**src/rtl/xsim_link_frame_rx.sv**
```systemverilog
// xsim_link_frame_rx: link rx word reassembler with store-and-forward frame buffer.
//
// Pops words from the link rx queue, parses a header (LEN in [15:0], CHAN in
// [31:16]) and stores LEN payload words in a circular buffer. Only committed
// frames are exposed on the out_* stream. Oversize frames are skipped and
// frames cut off by link loss are rolled back; both pulse frame_drop.
//
// Ports:
//   CLK, RST                 clock, asynchronous active-high reset
//   link_up                  link connected indication
//   rx_first, rdy_rx_first   head word of the link rx queue and its valid
//   en_rx_deq                pop the link rx word this cycle (combinational)
//   out_data/out_chan/out_last/out_valid, out_ready   frame output stream
//   frame_done, frame_drop   one-cycle pulses on commit / drop
//
// Optional: define XSIM_LINK_FRAME_STATS_EN to add stat_frames / stat_drops.

module xsim_link_frame_rx #(
    parameter int unsigned DATAWIDTH = 32,
    parameter int unsigned DEPTH     = 16,
    parameter int unsigned MAXLEN    = 16
) (
    input  logic                 CLK,
    input  logic                 RST,
    input  logic                 link_up,
    input  logic [DATAWIDTH-1:0] rx_first,
    input  logic                 rdy_rx_first,
    output logic                 en_rx_deq,
    output logic [DATAWIDTH-1:0] out_data,
    output logic [15:0]          out_chan,
    output logic                 out_last,
    output logic                 out_valid,
    input  logic                 out_ready,
    output logic                 frame_done,
    output logic                 frame_drop
`ifdef XSIM_LINK_FRAME_STATS_EN
    ,
    output logic [31:0]          stat_frames,
    output logic [31:0]          stat_drops
`endif
);

    localparam int unsigned AW = $clog2(DEPTH);
    localparam int unsigned PW = AW + 1;

    typedef enum logic [1:0] {
        ST_HDR  = 2'd0,
        ST_PAY  = 2'd1,
        ST_DROP = 2'd2
    } state_e;

    state_e         state_q, state_d;
    logic [15:0]    cnt_q, cnt_d;
    logic [15:0]    chan_q, chan_d;
    logic [PW-1:0]  rd_q, rd_d;
    logic [PW-1:0]  wr_q, wr_d;
    logic [PW-1:0]  commit_q, commit_d;
    logic           frame_done_q, frame_done_d;
    logic           frame_drop_q, frame_drop_d;

    logic [DATAWIDTH-1:0] mem_data_q [DEPTH];
    logic [15:0]          mem_chan_q [DEPTH];
    logic                 mem_last_q [DEPTH];

    logic [PW-1:0]  used_c;
    logic           full_c;
    logic           wr_en_c;
    logic           pop_c;
    logic [15:0]    hdr_len_c;
    logic [15:0]    hdr_chan_c;

    assign hdr_len_c  = rx_first[15:0];
    assign hdr_chan_c = rx_first[31:16];
    assign used_c     = wr_q - rd_q;
    assign full_c     = (used_c == PW'(DEPTH));

    // No pop while held in reset; payload pops stall when the buffer is full.
    assign en_rx_deq = !RST && rdy_rx_first && link_up && ((state_q != ST_PAY) || !full_c);

    // Output stream reads committed entries only.
    assign out_valid = (rd_q != commit_q);
    assign out_data  = mem_data_q[rd_q[AW-1:0]];
    assign out_chan  = mem_chan_q[rd_q[AW-1:0]];
    assign out_last  = mem_last_q[rd_q[AW-1:0]];
    assign pop_c     = out_valid && out_ready;

    assign frame_done = frame_done_q;
    assign frame_drop = frame_drop_q;

    // Next-state and buffer-write control.
    always_comb begin
        state_d      = state_q;
        cnt_d        = cnt_q;
        chan_d       = chan_q;
        wr_d         = wr_q;
        commit_d     = commit_q;
        frame_done_d = 1'b0;
        frame_drop_d = 1'b0;
        wr_en_c      = 1'b0;
        rd_d         = rd_q + PW'(pop_c);

        case (state_q)
            ST_HDR: begin
                if (en_rx_deq) begin
                    if (hdr_len_c == 16'd0) begin
                        state_d = ST_HDR;
                    end else if (hdr_len_c > 16'(MAXLEN)) begin
                        frame_drop_d = 1'b1;
                        cnt_d        = hdr_len_c;
                        state_d      = ST_DROP;
                    end else begin
                        chan_d  = hdr_chan_c;
                        cnt_d   = hdr_len_c;
                        state_d = ST_PAY;
                    end
                end
            end
            ST_PAY: begin
                if (!link_up) begin
                    // Discard the partial frame; committed entries stay.
                    wr_d         = commit_q;
                    frame_drop_d = 1'b1;
                    state_d      = ST_HDR;
                end else if (en_rx_deq) begin
                    wr_en_c = 1'b1;
                    wr_d    = wr_q + PW'(1);
                    cnt_d   = cnt_q - 16'd1;
                    if (cnt_q == 16'd1) begin
                        commit_d     = wr_q + PW'(1);
                        frame_done_d = 1'b1;
                        state_d      = ST_HDR;
                    end
                end
            end
            ST_DROP: begin
                if (!link_up) begin
                    state_d = ST_HDR;
                end else if (en_rx_deq) begin
                    cnt_d = cnt_q - 16'd1;
                    if (cnt_q == 16'd1) begin
                        state_d = ST_HDR;
                    end
                end
            end
            default: begin
                state_d = ST_HDR;
            end
        endcase
    end

    // Control state and pointers.
    always_ff @(posedge CLK or posedge RST) begin
        if (RST) begin
            state_q      <= ST_HDR;
            cnt_q        <= 16'd0;
            chan_q       <= 16'd0;
            rd_q         <= '0;
            wr_q         <= '0;
            commit_q     <= '0;
            frame_done_q <= 1'b0;
            frame_drop_q <= 1'b0;
        end else begin
            state_q      <= state_d;
            cnt_q        <= cnt_d;
            chan_q       <= chan_d;
            rd_q         <= rd_d;
            wr_q         <= wr_d;
            commit_q     <= commit_d;
            frame_done_q <= frame_done_d;
            frame_drop_q <= frame_drop_d;
        end
    end

    // Payload storage; cleared on reset so the idle output reads zero.
    always_ff @(posedge CLK or posedge RST) begin
        if (RST) begin
            for (int i = 0; i < int'(DEPTH); i++) begin
                mem_data_q[i] <= '0;
                mem_chan_q[i] <= 16'd0;
                mem_last_q[i] <= 1'b0;
            end
        end else if (wr_en_c) begin
            mem_data_q[wr_q[AW-1:0]] <= rx_first;
            mem_chan_q[wr_q[AW-1:0]] <= chan_q;
            mem_last_q[wr_q[AW-1:0]] <= (cnt_q == 16'd1);
        end
    end

`ifdef XSIM_LINK_FRAME_STATS_EN
    logic [31:0] stat_frames_q;
    logic [31:0] stat_drops_q;

    // Event counters, wrapping at 2^32.
    always_ff @(posedge CLK or posedge RST) begin
        if (RST) begin
            stat_frames_q <= 32'd0;
            stat_drops_q  <= 32'd0;
        end else begin
            stat_frames_q <= stat_frames_q + 32'(frame_done_q);
            stat_drops_q  <= stat_drops_q + 32'(frame_drop_q);
        end
    end

    assign stat_frames = stat_frames_q;
    assign stat_drops  = stat_drops_q;
`endif

endmodule

```
**config.mk**
```make
export PLATFORM = sky130hd
export DESIGN_NAME = xsim_link_frame_rx
export DESIGN_NICKNAME = d
export VERILOG_FILES = /design/src/rtl/xsim_link_frame_rx.sv
export SDC_FILE = /design/constraint.sdc
export NUM_CORES = 1
export LEC_CHECK = 0
export ABC_AREA = 1
export CORE_ASPECT_RATIO = 0.9
export CORE_MARGIN = 2
export CORE_UTILIZATION = 26
export CTS_BUF_LIST = sky130_fd_sc_hd__clkbuf_16
export DETAILED_ROUTE_END_ITERATION = 10
export GPL_TIMING_DRIVEN = 0
export PLACE_DENSITY = 0.52
export SYNTH_ARGS = -nofsm -noshare
export SYNTH_HDL_FRONTEND = slang
export SYNTH_SLANG_ARGS = --single-unit
export TNS_END_PERCENT = 1
```
**constraint.sdc**
```tcl
create_clock -name CLK -period 72.2 [get_ports CLK]
set_input_delay 14.44 -clock CLK [delete_from_list [all_inputs] [get_ports CLK]]
set_output_delay 14.44 -clock CLK [all_outputs]
set_load 0.05 [all_outputs]
```
==> results of run 1 <==
==> tightest hold or removal path, cell delays in order (launching register included) <==
cell	delay, ns
sky130_fd_sc_hd__dfrtp_1	0.35
sky130_fd_sc_hd__nand2_1	0.06
sky130_fd_sc_hd__nand2_1	0.05
==> metrics by stage <==
stage	area [um2]	total power, mW	util, %	hold WS, ns	worst slack, ns
global placement	43600	1.21	28.2	0.470	11.49
detailed placement	43800	1.21	28.3	0.479	39.12
CTS	46700	1.69	30.2	0.493	39.10
floorplan	40400	0.896	-	0.442	24.41
finish	46800	1.70	30.2	0.489	39.30
global route	46700	1.75	30.2	0.513	38.95
==> sequential cells by signal, indices dropped and copies added, names as in the netlist <==
signal and flops:
chan_q 16, cnt_q 16, commit_q 5, frame_done 1
frame_drop 1, mem_chan_q 256, mem_data_q 512, mem_last_q 16
rd_q 5, state_q 2, wr_q 5
==> report_power, final <==
| part | total, mW | internal [mW] | switching, mW |
|---|---|---|---|
| sequential | 0.483 | 0.474 | 0.00902 |
| combinational | 0.735 | 0.173 | 0.562 |
| clock | 0.479 | 0.263 | 0.216 |
| total | 1.70 | 0.910 | 0.787 |
==> routing by layer <==
metal / global-route usage, % / wire, um / vias to the layer above
li1: - / - / 17300
met1: 32.3 / 80700 / 19500
met2: 33.2 / 77300 / 1870
met3: 5.56 / 18000 / 336
met4: 8.51 / 6850 / 4
met5: 0 / 23 / -
==> logic make-up (layout without fill, tap and decap cells) <==
logic type,count (synthesis),count (layout),share of synthesized area [%]
and+or+nand+nor,1987,1987,19.4
AOI/OAI and AO/OA,1540,1540,19.6
DFF,835,835,51.7
buffers and inverters,870,1102,8.74
adders and majority gates,14,14,0.433
xor gates and xnor gates,8,8,0.173
other,0,6,0
==> cells in the final DEF, fill, tap and decap left out, types with 6 or more instances in the layout <==
cell / count
sky130_fd_sc_hd__buf_4: 32
sky130_fd_sc_hd__buf_2: 111
sky130_fd_sc_hd__clkinv_2: 12
sky130_fd_sc_hd__clkinv_1: 25
sky130_fd_sc_hd__dfrtp_1: 835
sky130_fd_sc_hd__ha_1: 14
sky130_fd_sc_hd__clkbuf_1: 294
sky130_fd_sc_hd__a21oi_1: 261
sky130_fd_sc_hd__diode_2: 6
sky130_fd_sc_hd__inv_1: 418
sky130_fd_sc_hd__clkdlybuf4s50_1: 56
sky130_fd_sc_hd__nor2_2: 10
sky130_fd_sc_hd__nand2_1: 1606
sky130_fd_sc_hd__clkbuf_16: 96
sky130_fd_sc_hd__o211ai_1: 73
sky130_fd_sc_hd__xor2_1: 8
sky130_fd_sc_hd__o21ai_0: 1199
sky130_fd_sc_hd__nor2_1: 115
sky130_fd_sc_hd__buf_16: 7
sky130_fd_sc_hd__buf_1: 30
sky130_fd_sc_hd__nand3_1: 237
sky130_fd_sc_hd__bufinv_16: 6
==> path summary, 6_finish.rpt <==
path	endpoint	slack (ns)
hold reg to reg	state_q[1]	0.49
setup / recovery	en_rx_deq	39.30
setup reg to reg	mem_chan_q[105]	67.36
min in group asynchronous	cnt_q[0]	14.28
hold / removal	state_q[1]	0.49
max in group asynchronous	mem_data_q[347]	55.82
==> cell type report <==
type	count	area share, %
Buffer	468	4.33
Inverter	402	3.24
Sequential cell	835	44.7
Clock inverter	73	1.18
Timing Repair Buffer	63	1.61
Multi-Input combinational cell	3549	34.2
Tap cell	2085	5.58
Antenna cell	6	0.0321
Clock buffer	96	5.14
==> synth_stat cells <==
library cell / number / area share [%]
sky130_fd_sc_hd__inv_2: 2 / 0.019
sky130_fd_sc_hd__buf_2: 111 / 1.4
sky130_fd_sc_hd__nand2_1: 1606 / 15
sky130_fd_sc_hd__o211ai_1: 73 / 1.4
sky130_fd_sc_hd__xor2_1: 8 / 0.17
sky130_fd_sc_hd__nand2_2: 1 / 0.015
sky130_fd_sc_hd__nor2_2: 10 / 0.15
sky130_fd_sc_hd__a21oi_1: 261 / 3.2
sky130_fd_sc_hd__nand3_2: 1 / 0.025
sky130_fd_sc_hd__and2_1: 1 / 0.015
sky130_fd_sc_hd__nor3_1: 4 / 0.050
sky130_fd_sc_hd__o22ai_1: 3 / 0.046
sky130_fd_sc_hd__o21ai_0: 1199 / 15
sky130_fd_sc_hd__buf_6: 1 / 0.028
sky130_fd_sc_hd__nand3b_1: 2 / 0.037
sky130_fd_sc_hd__inv_1: 397 / 3.7
sky130_fd_sc_hd__a21oi_2: 1 / 0.022
sky130_fd_sc_hd__a31oi_1: 2 / 0.031
sky130_fd_sc_hd__nand3_1: 237 / 2.9
sky130_fd_sc_hd__clkbuf_1: 294 / 2.7
sky130_fd_sc_hd__buf_4: 32 / 0.59
sky130_fd_sc_hd__nor2_4: 2 / 0.056
sky130_fd_sc_hd__dfrtp_1: 835 / 52
sky130_fd_sc_hd__clkinv_1: 3 / 0.028
sky130_fd_sc_hd__buf_1: 30 / 0.28
sky130_fd_sc_hd__nand4_1: 4 / 0.062
sky130_fd_sc_hd__o21a_1: 1 / 0.019
sky130_fd_sc_hd__nor2_1: 115 / 1.1
sky130_fd_sc_hd__or2_2: 3 / 0.046
sky130_fd_sc_hd__and3_1: 1 / 0.015
sky130_fd_sc_hd__ha_1: 14 / 0.43
==> impl_table.tex, run 1 <==
\begin{tabular}{lr}
\hline
Metric & Value \\
\hline
\multicolumn{2}{l}{\textbf{Setup path}} \\
Data required time of the critical path & 57.76 ns \\
Critical path launch point & RST \\
Arrival time at the worst endpoint & 18.46 ns \\
Crit Path Max Fanout & 107 \\
Critical path class & in2out \\
Largest stage delay on the critical path & $\sim$0.94 ns \\
Series of cell instances along the critical path & clkdlybuf4s50\_1 -> inv\_8 -> buf\_16 -> nand2\_1 -> nor2\_1 -> nand2\_1 -> clkinv\_1 -> clkbuf\_1 -> clkdlybuf4s50\_1 \\
Beginning of the worst register-to-register path & rd\_q[1] \\
Delay-heaviest family, CP & buffers and inverters \\
Worst-case reg-to-reg path depth & 13 \\
CP Launch Type & input port \\
Critical Path Stages & 9 \\
Buf+Inv Stages, Crit Path & 6 \\
Kind of end point of the critical path & output pin \\
Highest-delay cell along the critical path & sky130\_fd\_sc\_hd\_\_clkdlybuf4s50\_1 \\
\multicolumn{2}{l}{\textbf{Detailed routing}} \\
Drt drc & 0 \\
Post-DRT Antenna Nets & 0 \\
Vias after detailed routing & 39000 \\
Number of detailed-routing iterations run before antenna repair & 8 \\
DR WL/cell & 24.1 um \\
Number of DRC markers in iteration 0 & 4677 \\
Wirelength, routed & between 150 and 200 mm \\
Post-detailed-route via-to-cell ratio & 5.15 \\
\multicolumn{2}{l}{\textbf{Power and ir drop}} \\
Ratio of total power to cell area & 36.3 nW/um2 \\
Leak Pwr & 23.0 nW \\
IR drop worst, VDD & $\sim$0.047 mV \\
\multicolumn{2}{l}{\textbf{Global route}} \\
Initial antenna violation count & 10 \\
Global-route wire length before repair & 262 mm \\
Largest net degree at the start of global routing & $\sim$130 \\
Global-route usage over all layers & 22.8\% \\
GRT Residual Overflow & 0 \\
Vias in the first global route & 36500 \\
\multicolumn{2}{l}{\textbf{Final layout}} \\
Area of combinational cells with multiple inputs & 16000 um2 \\
Total of fill cells in the finished design & 16800 \\
Net count reported at finish & 5464 \\
Final Instance Count excl. Fillers & 7577 \\
Footprint of the flip-flops and latches & 20900 um2 \\
Fraction of layout instances using a drive strength above 1 & 5.41\% \\
Growth of design area from synthesis to finish & 15.7\% \\
\multicolumn{2}{l}{\textbf{Placed design}} \\
Cells after DPL & 7402 \\
Global placement routability congestion & 0.934 \\
Buffers on Ports & between 50 and 60 \\
HPWL after detailed placement & about 130 mm \\
\multicolumn{2}{l}{\textbf{Clock tree}} \\
Post CTS Setup Buffer Count & 0 \\
Clock slew at reported path FFs & 0.07 ns \\
CTS Buf Count & 94 \\
CTS resizes & 0 \\
Buffer levels on the longest clock path & 3 \\
Clock tree from TritonCTS & built \\
Number of levels the H-tree was split into & 3 \\
Clock latency reported for the late side of the worst-skew pair & 0.73 ns \\
Cell at the root of the clock tree & sky130\_fd\_sc\_hd\_\_clkbuf\_16 \\
Number of sinks handled by clock tree synthesis & 835 \\
Post-CTS Hold Fix Bufs & 0 \\
\multicolumn{2}{l}{\textbf{STA}} \\
Number of slew-limit violations in the final report & 0 \\
Period utilisation layout & about 46\% \\
Clock Skews & a little over 0.05 ns \\
Max\_slew headroom & 2.04\% \\
Unrepaired setup endpoints after global routing & no \\
Transition time at the pin with the least slew margin & 1.46 ns \\
Post-layout minimum cycle time & 32.90 ns \\
Endpoints failing hold & 0 \\
Post-Route Setup TNS & 0 ns \\
Maximum clock frequency & just over 30 MHz \\
Setup violations, final & 0 \\
\multicolumn{2}{l}{\textbf{Synthesis}} \\
Gate Count Post-Synth & 5254 \\
Sequential-to-total area share from yosys stat & 51.7\% \\
Post-synthesis net count & 5305 \\
Mean instance size in the synthesized netlist & between 7 and 8 um2 \\
Synthesized cell area & 40400 um2 \\
Number of different library cells in the post-synthesis netlist & 31 \\
Yosys warns & 0 \\
Synthesis-stage register bit count & about 840 \\
\multicolumn{2}{l}{\textbf{Die}} \\
Vert. Die Dim & between 300 and 400 um \\
Num ports & 90 \\
Area of the die & 159000 um2 \\
Std cell rows & 137 \\
Die X-Extent & about 420 um \\
Core Footprint & 155000 um2 \\
Initial core utilization & 26.1\% \\
\multicolumn{2}{l}{\textbf{Status}} \\
Status & finished clean \\
\multicolumn{2}{l}{\textbf{Hold path}} \\
Hold/Removal Path Class & reg2reg \\
Startpoint of the tightest hold check path & state\_q[1] \\
Number of instances on the worst hold path & 2 \\
\multicolumn{2}{l}{\textbf{Run}} \\
Max-capacitance violation count & 0 \\
\hline
\end{tabular}
Power figures use the tool's default switching activity.
==> inputs of run 2 (changes only) <==
clock period = 33.1 ns   (was 72.2 ns; I/O delays follow)
==> results of run 2 <==
Same layout as run 1 (identical final DEF). Status: finished clean.
Main changes from that run: setup slack after placement 39.12 ns -> 15.66 ns; setup slack after layout 39.30 ns -> 15.84 ns; register-to-register setup slack 67.36 ns -> 28.26 ns; total power 1.70 mW -> 3.70 mW; worst IR drop on VDD 0.0472 mV -> 0.103 mV
